File: config.mk
export PLATFORM = sky130hd
export DESIGN_NAME = regfile_sb
export DESIGN_NICKNAME = d
export VERILOG_FILES = /design/src/rtl/regfile_sb.sv
export SDC_FILE = /design/constraint.sdc
export NUM_CORES = 2
export LEC_CHECK = 0
export BUFFER_PORTS_ARGS = -buffer_cell sky130_fd_sc_hd__buf_4
export CAP_MARGIN = 30
export CELL_PAD_IN_SITES_DETAIL_PLACEMENT = 1
export CELL_PAD_IN_SITES_GLOBAL_PLACEMENT = 2
export CORE_ASPECT_RATIO = 1.2
export CORE_MARGIN = 3
export CORE_UTILIZATION = 40
export CTS_CLUSTER_SIZE = 24
export DETAILED_ROUTE_END_ITERATION = 8
export PLACE_DENSITY_LB_ADDON = 0.1
export SYNTH_ARGS = -nofsm -noshare
export SYNTH_HDL_FRONTEND = slang
export SYNTH_SLANG_ARGS = --single-unit
File: constraint.sdc
create_clock -name clk -period 6.45 [get_ports clk]
set_clock_uncertainty 0.2 [all_clocks]
set_input_delay 0.9675 -clock clk [delete_from_list [all_inputs] [get_ports clk]]
set_output_delay 0.9675 -clock clk [all_outputs]
set_load 0.03 [all_outputs]
File: src/rtl/regfile_sb.sv
// Register file with NRD combinational read ports, two write ports and a pending-write scoreboard.
// Reads are zero latency with same-cycle bypass from both write ports; state updates on the rising edge.
module regfile_sb #(
  parameter int DATA_W = 32,
  parameter int ADDR_W = 5,
  parameter int NRD    = 4
) (
  input  logic                  clk,
  input  logic                  rst,
  input  logic                  w0_en,
  input  logic [ADDR_W-1:0]     w0_addr,
  input  logic [DATA_W-1:0]     w0_data,
  input  logic                  w1_en,
  input  logic [ADDR_W-1:0]     w1_addr,
  input  logic [DATA_W-1:0]     w1_data,
  input  logic                  rsv_en,
  input  logic [ADDR_W-1:0]     rsv_addr,
  input  logic                  flush,
  input  logic [NRD*ADDR_W-1:0] rd_addr,
  output logic [NRD*DATA_W-1:0] rd_data,
  output logic [NRD-1:0]        rd_busy,
  output logic [ADDR_W:0]       busy_cnt,
  output logic                  wcollide
);

  localparam int NREG = 1 << ADDR_W;

  logic [DATA_W-1:0] mem [NREG];
  logic [NREG-1:0]   busy;
  logic [NREG-1:0]   busy_nxt;
  logic [ADDR_W:0]   cnt_nxt;

  // A reservation wins over a same-cycle late-write clear; flush overrides both.
  always_comb begin
    busy_nxt = busy;
    if (flush) begin
      busy_nxt = '0;
    end else begin
      if (w1_en) busy_nxt[w1_addr] = 1'b0;
      if (rsv_en) busy_nxt[rsv_addr] = 1'b1;
    end
    busy_nxt[0] = 1'b0;
    cnt_nxt = '0;
    for (int i = 0; i < NREG; i++) begin
      cnt_nxt = cnt_nxt + (ADDR_W+1)'(busy_nxt[i]);
    end
  end

  // Port 0 is assigned last so it wins a same-address collision.
  always_ff @(posedge clk) begin
    if (!rst) begin
      for (int i = 0; i < NREG; i++) mem[i] <= '0;
      busy     <= '0;
      busy_cnt <= '0;
      wcollide <= 1'b0;
    end else begin
      if (w1_en && w1_addr != '0) mem[w1_addr] <= w1_data;
      if (w0_en && w0_addr != '0) mem[w0_addr] <= w0_data;
      busy     <= busy_nxt;
      busy_cnt <= cnt_nxt;
      wcollide <= w0_en && w1_en && (w0_addr == w1_addr) && (w0_addr != '0);
    end
  end

  for (genvar k = 0; k < NRD; k++) begin : g_rd
    logic [ADDR_W-1:0] a;
    logic              hit0;
    logic              hit1;
    assign a    = rd_addr[k*ADDR_W +: ADDR_W];
    assign hit0 = rst && w0_en && (w0_addr == a);
    assign hit1 = rst && w1_en && (w1_addr == a);
    assign rd_data[k*DATA_W +: DATA_W] = (a == '0) ? '0 :
                                         hit0      ? w0_data :
                                         hit1      ? w1_data : mem[a];
    assign rd_busy[k] = busy[a] && !hit1;
  end

endmodule

==> run_results.csv <==
group,metric,value,unit
outcome,status,"completed",
clock_tree,clock_latency,0.84,ns
floorplan,ioPinCount,244,
sta,hold_viol,0,
layout,drive_gt1_share,30.2,%
global_routing,grt_overflow,0,
layout,fillers,21400,
worst_setup_path,startpoint_type,"input port",
detailed_routing,wl_per_cell,52.0,um
sta,drv_slew,0,
layout,multi_input_area,48000,um2
floorplan,die-area,213000,um2
sta,layout_setup_ws,0.533,ns
power_and_ir_drop,leakagePower,0.0305,uW
worst_setup_path,end_kind,"flip-flop",
yosys,synth_cells,7079,
floorplan,core-area,206000,um2
detailed_routing,wl,516000,um
global_routing,antenna_found_initial,72,
clock_tree,root_buffer,"clkbuf_16",
detailed_routing,first_pass_iters,8,
yosys,yosysSeqAreaShare,37.9,%
sta,rsz0062_at_grt,"no",
detailed_routing,first_iter_violations,13600,
layout,final-seq-area,31500,um2
floorplan,start_util,40.4,%
detailed_routing,drc,0,
place,dp_slack,-0.330,ns
place,gp_routability_congestion,0.998,
place,dp_cells,9618,
yosys,yosysWarningCount,0,
worst_setup_path,cp.required,6.94,ns
place,dp_hpwl,325000,um
yosys,syn_area,83100,um2
worst_setup_path,crit_path_max_fanout,8,
detailed_routing,vias,77800,
layout,syn_to_final_growth,13.0,%
sta,max_freq,0.169,GHz
sta,worstMarginPinSlew,1.22,ns
clock_tree,clkTransAtPathRegs,0.06,ns
detailed_routing,viasPerCell,7.83,
sta,slew_headroom,18.8,%
sta,tns,0,ns
worst_setup_path,worstSetupPathType,"input port to flip-flop",
yosys,synth_ff_type,"edfxtp_1",
place,io_buffers,243,
floorplan,die_height,505,um
clock_tree,clk_path_buf_depth,3,
clock_tree,cts_tree,"yes",
global_routing,grt_pass1_wl,683000,um
clock_tree,ctsResizeCount,0,
yosys,synth_cell_types,69,
sta,period_minus_slack,5.92,ns
global_routing,grt_max_degree,80,
clock_tree,cts_made_buffers,135,
clock_tree,postCtsSetupRepairBufs,0,
detailed_routing,ant_nets,0,
yosys,synth_enable_flop_cells,1024,
sta,finalCritPeriodShare,91.7,%
yosys,syn_area_per_cell,11.7,um2
clock_tree,cts.sink_count,1062,
layout,fin_nets,7142,
global_routing,grt_pass1_vias,74500,
power_and_ir_drop,irDropWorstVdd,0.000245,V
clock_tree,cts_hold_buffers,0,
floorplan,die_w,422,um
yosys,async_reset_ff_share,0,%
sta,setup_viol,0,
run,maxCapViolCount,0,
yosys,synth-seq-cells,1062,
clock_tree,htreeDepth,4,
global_routing,grt_use_total,47.5,%
hold_path,min_path_type,"input port to flip-flop",
floorplan,row_count,182,
power_and_ir_drop,power.density,228,nW/um2
layout,final_cells,9931,
worst_setup_path,arrival,6.40,ns
==> flip-flops by register name, summed over array words and instances (netlist names) <==
name	flops
busy	31
busy_cnt	6
mem	1024
wcollide	1
==> cell usage in the layout (no fill, tap or decap), types with 27 or more instances in the layout <==
master	instances
buf_12	45
o22ai_1	92
buf_4	626
clkbuf_1	32
a21oi_1	72
nor2_1	87
edfxtp_1	1024
clkbuf_16	139
a22oi_1	175
nor2_4	60
clkinv_1	27
mux2i_1	234
inv_1	53
diode_2	68
o21ai_0	778
o21ai_1	36
nand2_1	1500
conb_1	32
o221ai_1	45
a22o_1	327
mux4_2	1107
dfxtp_1	38
nand3_1	33
==> worst max-delay path: stages <==
cell and delay (ns):
buf_4 0.12, and3b_1 0.52, nand2_1 0.10, a21o_1 0.21, fa_1 0.50, fa_1 0.53
inv_1 0.06, fa_1 0.47, inv_1 0.05, fa_1 0.47, fa_1 0.52, inv_1 0.06
fa_1 0.46, fa_2 0.38, fa_2 0.41, a21o_1 0.16, a21oi_1 0.17, xor2_1 0.17
nor2_1 0.05
==> cell usage after synthesis, types with 6 or more instances <==
cell type | n | area, um2
buf_6 | 29 | 327
a31oi_1 | 24 | 150
o21ai_1 | 36 | 180
and2_1 | 21 | 131
nand3_1 | 36 | 180
a21o_1 | 24 | 180
buf_1 | 75 | 282
a211oi_1 | 21 | 158
nor3b_1 | 7 | 52.6
nor3_1 | 34 | 170
a221oi_1 | 25 | 219
o22ai_1 | 92 | 576
mux2i_1 | 234 | 2340
a21oi_1 | 72 | 360
o221ai_1 | 45 | 394
ha_1 | 7 | 87.6
mux2_2 | 14 | 158
edfxtp_1 | 1024 | 30700
inv_1 | 58 | 218
nor2_1 | 149 | 559
nand4_1 | 10 | 62.6
xnor2_1 | 24 | 210
o21ai_0 | 778 | 3890
nand2_1 | 1501 | 5630
buf_4 | 46 | 345
nand4b_1 | 8 | 70.1
dfxtp_1 | 38 | 761
mux4_2 | 1107 | 24900
nand3b_1 | 18 | 135
or3_1 | 26 | 163
a22o_1 | 327 | 2860
xor2_1 | 20 | 175
buf_2 | 180 | 901
fa_1 | 23 | 460
o211ai_1 | 17 | 128
a22oi_1 | 176 | 1320
clkbuf_1 | 610 | 2290
nor4_1 | 7 | 43.8
and3_1 | 13 | 81.3
mux4_1 | 10 | 263
nor2b_1 | 19 | 119
a31o_2 | 6 | 52.6
a211o_1 | 10 | 87.6
nand2b_1 | 22 | 138
==> logic make-up (layout without fill, tap and decap cells) <==
logic type / Yosys count / count (layout) / synth area share, %
buffers and inverters: 1004 / 997 / 5.32
AOI/OAI and AO/OA: 1676 / 1676 / 13.0
muxes: 1365 / 1365 / 33.3
other: 1 / 100 / 0.00451
DFF: 1062 / 1062 / 37.9
and+or+nand+nor: 1897 / 1897 / 9.37
xor gates and xnor gates: 44 / 44 / 0.464
adders and majority gates: 30 / 30 / 0.659
==> per-layer routing <==
layer,track usage (%),routed length (um),vias to the layer above
met2,65.2,211000,7791
met3,20.4,79100,2209
met4,39.7,52500,32
met5,0.743,347,-
met1,57.3,173000,40000
li1,-,-,27800
==> stage by stage <==
step	total power, uW	area [um2]	hold slack (ns)	util, %
finish	21400	94000	0.381	45.6
global route	21700	93800	0.350	45.6
CTS	21200	93500	0.360	45.4
detailed placement	13500	89300	0.483	43.4
global placement	13400	88800	0.492	43.2
floorplan	11300	83300	0.385	-
==> layout make-up <==
type,count,area share (%)
diodes,68,0.181
clock buffers,172,3.84
clock inverters,61,0.666
inverters,59,0.249
multi-input cells,5044,51.1
flip-flops and latches,1062,33.5
well taps,2760,3.68
repair buffers,705,6.71
==> worst paths after layout <==
check	start	end	slack [ns]	depth (start not counted)
worst max-delay path	rsv_addr[0]	busy_cnt[4]$_SDFF_PN0_	0.53	19
worst max register to register	busy[24]$_SDFF_PN0_	busy_cnt[4]$_SDFF_PN0_	0.83	17
worst min-delay path	w0_en	wcollide$_SDFF_PN0_	0.38	3
worst min register to register	busy[6]$_SDFF_PN0_	busy[6]$_SDFF_PN0_	0.50	3
==> report_power, final <==
part           switching, uW  internal (uW)
registers                413           7980
logic                   3240           1980
clock network           3360           4450
total                   7020          14400
(Power assumes the default switching activity.)
